### config.mk
export PLATFORM = sky130hd
export DESIGN_NAME = decode_execute_reg_flat
export DESIGN_NICKNAME = d
export VERILOG_FILES = /design/src/rtl/decode_execute_reg_if.sv /design/src/rtl/decode_execute_reg.sv /design/src/flat_wrapper.sv
export SDC_FILE = /design/constraint.sdc
export NUM_CORES = 1
export LEC_CHECK = 0
export ABC_AREA = 1
export BUFFER_PORTS_ARGS = -buffer_cell sky130_fd_sc_hd__clkbuf_2
export CAP_MARGIN = 30
export CORE_ASPECT_RATIO = 0.5
export CORE_MARGIN = 4
export CORE_UTILIZATION = 40
export DETAILED_ROUTE_END_ITERATION = 12
export HOLD_SLACK_MARGIN = 0.1
export PLACE_DENSITY = 0.76
export SLEW_MARGIN = 20
export SYNTH_ARGS = -nofsm -noshare
export SYNTH_HDL_FRONTEND = slang
export SYNTH_SLANG_ARGS = --single-unit
### constraint.sdc
create_clock -name clk -period 5.6 [get_ports clk]
set_input_delay 1.12 -clock clk [delete_from_list [all_inputs] [get_ports clk]]
set_output_delay 1.12 -clock clk [all_outputs]
set_load 0.05 [all_outputs]
### src/rtl/decode_execute_reg_if.sv
// rtl/decode_execute_reg_if.sv - decode/execute boundary signal bundle for the ID/EX register
interface decode_execute_reg_if #(
  parameter int XLEN   = 32,
  parameter int REG_AW = 5
);
  // stage control
  logic              EN;
  logic              FLUSH;
  logic              STALL_D;

  // decode side
  logic              VALID_D;
  logic [1:0]        ALU_OP;
  logic [1:0]        ALU_SRC2;
  logic              BRN_COND;
  logic              MEM_WE;
  logic              DE_WE;
  logic              MEM_REG;
  logic [2:0]        FUNCT3_D;
  logic [REG_AW-1:0] RS1_D;
  logic [REG_AW-1:0] RS2_D;
  logic [REG_AW-1:0] RD_D;
  logic [XLEN-1:0]   RD1_D;
  logic [XLEN-1:0]   RD2_D;
  logic [XLEN-1:0]   IMM_D;
  logic [XLEN-1:0]   PC_D;

  // execute side
  logic              VALID_E;
  logic [1:0]        ALU_OP_E;
  logic [1:0]        ALU_SRC2_E;
  logic              BRN_COND_E;
  logic              MEM_WE_E;
  logic              DE_WE_E;
  logic              MEM_REG_E;
  logic [2:0]        FUNCT3_E;
  logic [REG_AW-1:0] RS1_E;
  logic [REG_AW-1:0] RS2_E;
  logic [REG_AW-1:0] RD_E;
  logic [XLEN-1:0]   RD1_E;
  logic [XLEN-1:0]   RD2_E;
  logic [XLEN-1:0]   IMM_E;
  logic [XLEN-1:0]   PC_E;

  // decode stage / pipeline controller drives D side and reads E side
  modport master (
    output EN, FLUSH, VALID_D, ALU_OP, ALU_SRC2, BRN_COND, MEM_WE, DE_WE, MEM_REG,
           FUNCT3_D, RS1_D, RS2_D, RD_D, RD1_D, RD2_D, IMM_D, PC_D,
    input  STALL_D, VALID_E, ALU_OP_E, ALU_SRC2_E, BRN_COND_E, MEM_WE_E, DE_WE_E,
           MEM_REG_E, FUNCT3_E, RS1_E, RS2_E, RD_E, RD1_E, RD2_E, IMM_E, PC_E
  );

  // the pipeline register itself
  modport slave (
    input  EN, FLUSH, VALID_D, ALU_OP, ALU_SRC2, BRN_COND, MEM_WE, DE_WE, MEM_REG,
           FUNCT3_D, RS1_D, RS2_D, RD_D, RD1_D, RD2_D, IMM_D, PC_D,
    output STALL_D, VALID_E, ALU_OP_E, ALU_SRC2_E, BRN_COND_E, MEM_WE_E, DE_WE_E,
           MEM_REG_E, FUNCT3_E, RS1_E, RS2_E, RD_E, RD1_E, RD2_E, IMM_E, PC_E
  );
endinterface

### src/rtl/decode_execute_reg.sv
// rtl/decode_execute_reg.sv - ID/EX pipeline register with stall, flush and optional load-use bubble (LOAD_USE_DETECT_EN)
`ifndef ALU_SRC1
`define ALU_SRC1 2'b00
`endif

module decode_execute_reg #(
  parameter int XLEN   = 32,
  parameter int REG_AW = 5
) (
  input  logic                    clk,
  input  logic                    rst,
  decode_execute_reg_if.slave     bus
);

  typedef struct packed {
    logic              valid;
    logic [1:0]        alu_op;
    logic [1:0]        alu_src2;
    logic              brn_cond;
    logic              mem_we;
    logic              de_we;
    logic              mem_reg;
    logic [2:0]        funct3;
    logic [REG_AW-1:0] rs1;
    logic [REG_AW-1:0] rs2;
    logic [REG_AW-1:0] rd;
    logic [XLEN-1:0]   rd1;
    logic [XLEN-1:0]   rd2;
    logic [XLEN-1:0]   imm;
    logic [XLEN-1:0]   pc;
  } ex_stage_t;

  ex_stage_t ex_q;
  ex_stage_t ex_d;
  ex_stage_t ex_load;
  logic      hazard;

`ifdef LOAD_USE_DETECT_EN
  logic      rs2_used;

  // load in E whose rd feeds a source of the valid instruction in D
  always_comb begin
    rs2_used = (bus.ALU_SRC2 == `ALU_SRC1) | bus.BRN_COND | bus.MEM_WE;
    hazard   = bus.VALID_D & ex_q.valid & ex_q.mem_reg & (ex_q.rd != '0) &
               ((ex_q.rd == bus.RS1_D) | (rs2_used & (ex_q.rd == bus.RS2_D)));
  end
`else
  // no load-use detection in this build; bubbles come only from FLUSH
  always_comb begin
    hazard = 1'b0;
  end
`endif

  // a redirect makes the D instruction dead, so it must never be held
  always_comb begin
    bus.STALL_D = hazard & ~bus.FLUSH;
  end

  // capture D side; side-effect bits of an invalid instruction are forced low
  always_comb begin
    ex_load          = '0;
    ex_load.valid    = bus.VALID_D;
    ex_load.alu_op   = bus.ALU_OP;
    ex_load.alu_src2 = bus.ALU_SRC2;
    ex_load.brn_cond = bus.BRN_COND & bus.VALID_D;
    ex_load.mem_we   = bus.MEM_WE   & bus.VALID_D;
    ex_load.de_we    = bus.DE_WE    & bus.VALID_D;
    ex_load.mem_reg  = bus.MEM_REG  & bus.VALID_D;
    ex_load.funct3   = bus.FUNCT3_D;
    ex_load.rs1      = bus.RS1_D;
    ex_load.rs2      = bus.RS2_D;
    ex_load.rd       = bus.RD_D;
    ex_load.rd1      = bus.RD1_D;
    ex_load.rd2      = bus.RD2_D;
    ex_load.imm      = bus.IMM_D;
    ex_load.pc       = bus.PC_D;
  end

  // next E state: flush beats hold, hold beats hazard bubble, bubble beats load
  always_comb begin
    ex_d = ex_q;
    if (bus.FLUSH) begin
      ex_d = '0;
    end else if (!bus.EN) begin
      ex_d = ex_q;
    end else if (hazard) begin
      ex_d = '0;
    end else begin
      ex_d = ex_load;
    end
  end

  // E-stage register
  always_ff @(posedge clk or posedge rst) begin
    if (rst) begin
      ex_q <= '0;
    end else begin
      ex_q <= ex_d;
    end
  end

  // drive E-side outputs straight from the flops
  always_comb begin
    bus.VALID_E    = ex_q.valid;
    bus.ALU_OP_E   = ex_q.alu_op;
    bus.ALU_SRC2_E = ex_q.alu_src2;
    bus.BRN_COND_E = ex_q.brn_cond;
    bus.MEM_WE_E   = ex_q.mem_we;
    bus.DE_WE_E    = ex_q.de_we;
    bus.MEM_REG_E  = ex_q.mem_reg;
    bus.FUNCT3_E   = ex_q.funct3;
    bus.RS1_E      = ex_q.rs1;
    bus.RS2_E      = ex_q.rs2;
    bus.RD_E       = ex_q.rd;
    bus.RD1_E      = ex_q.rd1;
    bus.RD2_E      = ex_q.rd2;
    bus.IMM_E      = ex_q.imm;
    bus.PC_E       = ex_q.pc;
  end

endmodule

### src/flat_wrapper.sv
// flat-port wrapper written by rule: the top's interface ports become plain ports
module decode_execute_reg_flat 
#(
  parameter int XLEN   = 32,
  parameter int REG_AW = 5
)
  (clk, rst, bus_EN, bus_FLUSH, bus_VALID_D, bus_ALU_OP, bus_ALU_SRC2, bus_BRN_COND, bus_MEM_WE, bus_DE_WE, bus_MEM_REG, bus_FUNCT3_D, bus_RS1_D, bus_RS2_D, bus_RD_D, bus_RD1_D, bus_RD2_D, bus_IMM_D, bus_PC_D, bus_STALL_D, bus_VALID_E, bus_ALU_OP_E, bus_ALU_SRC2_E, bus_BRN_COND_E, bus_MEM_WE_E, bus_DE_WE_E, bus_MEM_REG_E, bus_FUNCT3_E, bus_RS1_E, bus_RS2_E, bus_RD_E, bus_RD1_E, bus_RD2_E, bus_IMM_E, bus_PC_E);
  decode_execute_reg_if #(.XLEN(XLEN), .REG_AW(REG_AW)) bus_i ();
  input  logic clk;
  input  logic rst;
  input wire logic [$bits(bus_i.EN)-1:0] bus_EN;
  input wire logic [$bits(bus_i.FLUSH)-1:0] bus_FLUSH;
  input wire logic [$bits(bus_i.VALID_D)-1:0] bus_VALID_D;
  input wire logic [$bits(bus_i.ALU_OP)-1:0] bus_ALU_OP;
  input wire logic [$bits(bus_i.ALU_SRC2)-1:0] bus_ALU_SRC2;
  input wire logic [$bits(bus_i.BRN_COND)-1:0] bus_BRN_COND;
  input wire logic [$bits(bus_i.MEM_WE)-1:0] bus_MEM_WE;
  input wire logic [$bits(bus_i.DE_WE)-1:0] bus_DE_WE;
  input wire logic [$bits(bus_i.MEM_REG)-1:0] bus_MEM_REG;
  input wire logic [$bits(bus_i.FUNCT3_D)-1:0] bus_FUNCT3_D;
  input wire logic [$bits(bus_i.RS1_D)-1:0] bus_RS1_D;
  input wire logic [$bits(bus_i.RS2_D)-1:0] bus_RS2_D;
  input wire logic [$bits(bus_i.RD_D)-1:0] bus_RD_D;
  input wire logic [$bits(bus_i.RD1_D)-1:0] bus_RD1_D;
  input wire logic [$bits(bus_i.RD2_D)-1:0] bus_RD2_D;
  input wire logic [$bits(bus_i.IMM_D)-1:0] bus_IMM_D;
  input wire logic [$bits(bus_i.PC_D)-1:0] bus_PC_D;
  output wire logic [$bits(bus_i.STALL_D)-1:0] bus_STALL_D;
  output wire logic [$bits(bus_i.VALID_E)-1:0] bus_VALID_E;
  output wire logic [$bits(bus_i.ALU_OP_E)-1:0] bus_ALU_OP_E;
  output wire logic [$bits(bus_i.ALU_SRC2_E)-1:0] bus_ALU_SRC2_E;
  output wire logic [$bits(bus_i.BRN_COND_E)-1:0] bus_BRN_COND_E;
  output wire logic [$bits(bus_i.MEM_WE_E)-1:0] bus_MEM_WE_E;
  output wire logic [$bits(bus_i.DE_WE_E)-1:0] bus_DE_WE_E;
  output wire logic [$bits(bus_i.MEM_REG_E)-1:0] bus_MEM_REG_E;
  output wire logic [$bits(bus_i.FUNCT3_E)-1:0] bus_FUNCT3_E;
  output wire logic [$bits(bus_i.RS1_E)-1:0] bus_RS1_E;
  output wire logic [$bits(bus_i.RS2_E)-1:0] bus_RS2_E;
  output wire logic [$bits(bus_i.RD_E)-1:0] bus_RD_E;
  output wire logic [$bits(bus_i.RD1_E)-1:0] bus_RD1_E;
  output wire logic [$bits(bus_i.RD2_E)-1:0] bus_RD2_E;
  output wire logic [$bits(bus_i.IMM_E)-1:0] bus_IMM_E;
  output wire logic [$bits(bus_i.PC_E)-1:0] bus_PC_E;
  assign bus_i.EN = bus_EN;
  assign bus_i.FLUSH = bus_FLUSH;
  assign bus_i.VALID_D = bus_VALID_D;
  assign bus_i.ALU_OP = bus_ALU_OP;
  assign bus_i.ALU_SRC2 = bus_ALU_SRC2;
  assign bus_i.BRN_COND = bus_BRN_COND;
  assign bus_i.MEM_WE = bus_MEM_WE;
  assign bus_i.DE_WE = bus_DE_WE;
  assign bus_i.MEM_REG = bus_MEM_REG;
  assign bus_i.FUNCT3_D = bus_FUNCT3_D;
  assign bus_i.RS1_D = bus_RS1_D;
  assign bus_i.RS2_D = bus_RS2_D;
  assign bus_i.RD_D = bus_RD_D;
  assign bus_i.RD1_D = bus_RD1_D;
  assign bus_i.RD2_D = bus_RD2_D;
  assign bus_i.IMM_D = bus_IMM_D;
  assign bus_i.PC_D = bus_PC_D;
  assign bus_STALL_D = bus_i.STALL_D;
  assign bus_VALID_E = bus_i.VALID_E;
  assign bus_ALU_OP_E = bus_i.ALU_OP_E;
  assign bus_ALU_SRC2_E = bus_i.ALU_SRC2_E;
  assign bus_BRN_COND_E = bus_i.BRN_COND_E;
  assign bus_MEM_WE_E = bus_i.MEM_WE_E;
  assign bus_DE_WE_E = bus_i.DE_WE_E;
  assign bus_MEM_REG_E = bus_i.MEM_REG_E;
  assign bus_FUNCT3_E = bus_i.FUNCT3_E;
  assign bus_RS1_E = bus_i.RS1_E;
  assign bus_RS2_E = bus_i.RS2_E;
  assign bus_RD_E = bus_i.RD_E;
  assign bus_RD1_E = bus_i.RD1_E;
  assign bus_RD2_E = bus_i.RD2_E;
  assign bus_IMM_E = bus_i.IMM_E;
  assign bus_PC_E = bus_i.PC_E;
  decode_execute_reg #(.XLEN(XLEN), .REG_AW(REG_AW)) u_core (.clk(clk), .rst(rst), .bus(bus_i));
endmodule
==> key figures <==
Timing
  – Skew final: 0 ns
  – Setup violations, final: 0
  – RSZ-0062 raised after global routing: false
  – Fin. max-slew vios: 0
  – Slew @ Worst Pin: 0.9037 ns
  – Total negative setup slack: 0 ns
  – Max_slew headroom: 0.3961
  – Crit path time final: 2.566 ns
  – Fmax: 389.7 MHz
  – WHS: 0.4767 ns
  – Final hold violations: 0
  – Period utilization: 0.4582

CTS
  – Root Driver: clkbuf_16
  – Worst-case clock buffer depth: 2
  – CTS tree: built
  – Sink Count: 155
  – Clk_lat worst skew: 0.39 ns
  – H-tree depth: 4
  – Cts repair resizes: 0
  – Clk slew on worst S/H paths: 0.06 ns
  – Post-CTS Hold Buffers: 0
  – CTS Buf Count: 17
  – # Post-CTS Setup Buffers: 0

Floorplan
  – Io pins: 315
  – Vert. Die Dim: 93.49 um
  – Die area: 16,730 um2
  – Total core area: 13,930 um2
  – Initial Util: 0.4199
  – Chip Width: 179.0 um
  – Num rows: 30

Synth
  – Top cells by area, synth: dfrtp_1 66%, nand2_1 30%, buf_4 1.4%, buf_2 1.3%, nand4_1 0.43%
  – Avg Inst Size Synth: 8.859 um2
  – Syn Inst Count: 660
  – Synth top area share: 0.6634
  – Syn_nets: 819
  – Seq/Total Area, Yosys: 0.6634
  – Register bit total from synthesis: 155
  – Synthesized cell area: 5847 um2
  – Post-synth cell types: 12
  – Yosys top cell by area: dfrtp_1
  – Yosys warns: 0

Global routing
  – Gr usage total: 0.1963
  – Vias in the first global route: 5,304
  – First-pass GRT wire length: 26,190 um
  – Largest net degree at the start of global routing: 106
  – Initial antenna violation count: 0
  – Total grt overflow: 0

Setup path
  – CP Class: in2reg
  – Critical Path End Type: flop
  – Critical path launch point type: input pin
  – Worst Path Max Fanout: 57
  – Data arrival, critical path: 2.89 ns
  – Crit path required time: 5.93 ns
  – Worst path bufs/invs: 3
  – Max stage delay on crit path: 0.68 ns
  – Worst path slowest cell: nor2_4
  – Top delay family on crit path: simple AND/OR/NAND/NOR gates
  – Most used cell along the critical path: nand2_1
  – CP Cell Sequence: clkbuf_2 -> inv_2 -> nor2_4 -> buf_4 -> nand2_1 -> nand2_1

Placed design
  – Gpl congestion: 0.8456
  – Post-detail-place hpwl: 12,350 um
  – Port Buf Inserts: 313

Finish
  – Fin nets: 1,123
  – Antenna Diode Count: 0
  – Area grow syn2layout: 39.46%
  – Multi-input logic area: 1782 um2
  – Layout cells sized above 1: 0.3613
  – Seq. cell area: 3879 um2
  – Fillers: 1,253

Route
  – Post-Route WL: 16,740 um
  – DRC Markers: 0
  – Wire length per cell: 14.32 um
  – DRT antenna net count: 0
  – Mean number of vias per cell: 4.456
  – Iter 0 DRT Violations: 267
  – Routed vias: 5,209
  – Drt first pass iters: 4

Status
  – Result of the run: completed

Power
  – PwrDens: 344.8 nW/um2
  – Worst IR drop on VDD: 198.7 uV
  – Leakage: 5.038 nW

Job
  – Number of max-cap violations: 0

Min path
  – Hold Path Class: reg2reg
-- cell usage after synthesis --
| cell type | number |
|---|---|
| inv_2 | 1 |
| buf_1 | 4 |
| nand4_1 | 4 |
| conb_1 | 1 |
| buf_2 | 15 |
| clkbuf_1 | 4 |
| nor2_2 | 1 |
| nor2_1 | 1 |
| nand2_1 | 461 |
| buf_4 | 11 |
| dfrtp_1 | 155 |
| inv_1 | 2 |
-- where the power goes --
group | leakage, nW | total (mW) | internal (mW) | switching [mW]
Combinational | 2.70 | 0.475 | 0.111 | 0.364
Clock | 0.271 | 1.12 | 0.661 | 0.458
Sequential | 2.06 | 1.22 | 1.18 | 0.0350
Total | 5.04 | 2.81 | 1.95 | 0.858
-- through the flow --
| step | power (mW) | utilization | setup slack [ns] | instances | area, um2 |
|---|---|---|---|---|---|
| floorplan | 1.554 | - | 0.3018 | 660 | 5847 |
| global placement | 1.705 | 0.5404 | 2.709 | 1135 | 7526 |
| detailed placement | 1.717 | 0.5444 | 2.641 | 1137 | 7581 |
| CTS | 2.845 | 0.5855 | 3.068 | 1169 | 8154 |
| global route | 2.934 | 0.5855 | 2.909 | 1169 | 8154 |
| finish | 2.811 | 0.5855 | 3.034 | 1169 | 8154 |
-- tightest hold or removal path, cell delays in order (launching register included) --
cell and delay (ns):
dfrtp_1 0.34, nand2_1 0.05, nand2_1 0.05
-- area by class of cell --
type | count | area share
Clock inverter | 13 | 0.01719
Sequential cell | 155 | 0.4757
Clock buffer | 19 | 0.05309
Timing Repair Buffer | 319 | 0.2041
Inverter | 3 | 0.001995
Multi-Input combinational cell | 468 | 0.2185
Tap cell | 192 | 0.02946
-- placed cells by master, fill, tap and decap left out --
cell type   count
buf_16          2
inv_2           1
clkbuf_2      313
nor2_4          2
bufinv_16       2
nand4_1         4
inv_6           5
buf_12          1
buf_4           3
inv_1           1
nand2_1       461
clkbuf_16      17
conb_1          1
clkinv_2        3
clkbuf_1        2
dfrtp_1       155
clkinvlp_4      4
-- logic make-up after synthesis --
| family | Yosys count | share of synthesized area |
|---|---|---|
| flops | 155 | 0.6634 |
| other cells | 1 | 0.0006414 |
| simple gates | 467 | 0.3019 |
| buf+inv | 37 | 0.03402 |
-- routing by layer --
metal | GRT usage | vias up | share of wire
met5 | 0 | - | 0
met4 | 0.07530 | 0 | 0.027
met3 | 0.03554 | 38 | 0.045
met2 | 0.3582 | 162 | 0.53
met1 | 0.2310 | 2431 | 0.40
li1 | - | 2578 | -
-- sequential cells by signal, summed over array words and instances (netlist names), 2 cells and up --
signal                 cells
u_core.bus.RS2_E           5
u_core.bus.IMM_E          32
u_core.bus.ALU_OP_E        2
u_core.bus.RD_E            5
u_core.bus.RS1_E           5
u_core.bus.RD1_E          32
u_core.bus.PC_E           32
u_core.bus.FUNCT3_E        3
u_core.bus.ALU_SRC2_E      2
u_core.bus.RD2_E          32
-- final timing paths --
kind | slack, ns | from | cells past startpoint | end
max reg2reg | 4.95 | u_core.bus.PC_E[8] | 2 | u_core.bus.PC_E[8]
min reg2reg | 0.48 | u_core.bus.PC_E[14] | 2 | u_core.bus.PC_E[14]
max in group asynchronous | 3.62 | rst | 4 | u_core.bus.IMM_E[14]
min in group asynchronous | 0.72 | rst | 2 | u_core.bus.PC_E[8]
min | 0.48 | u_core.bus.PC_E[14] | 2 | u_core.bus.PC_E[14]
max | 3.03 | bus_EN | 6 | u_core.bus.RD2_E[14]
Power figures use the tool's default switching activity.
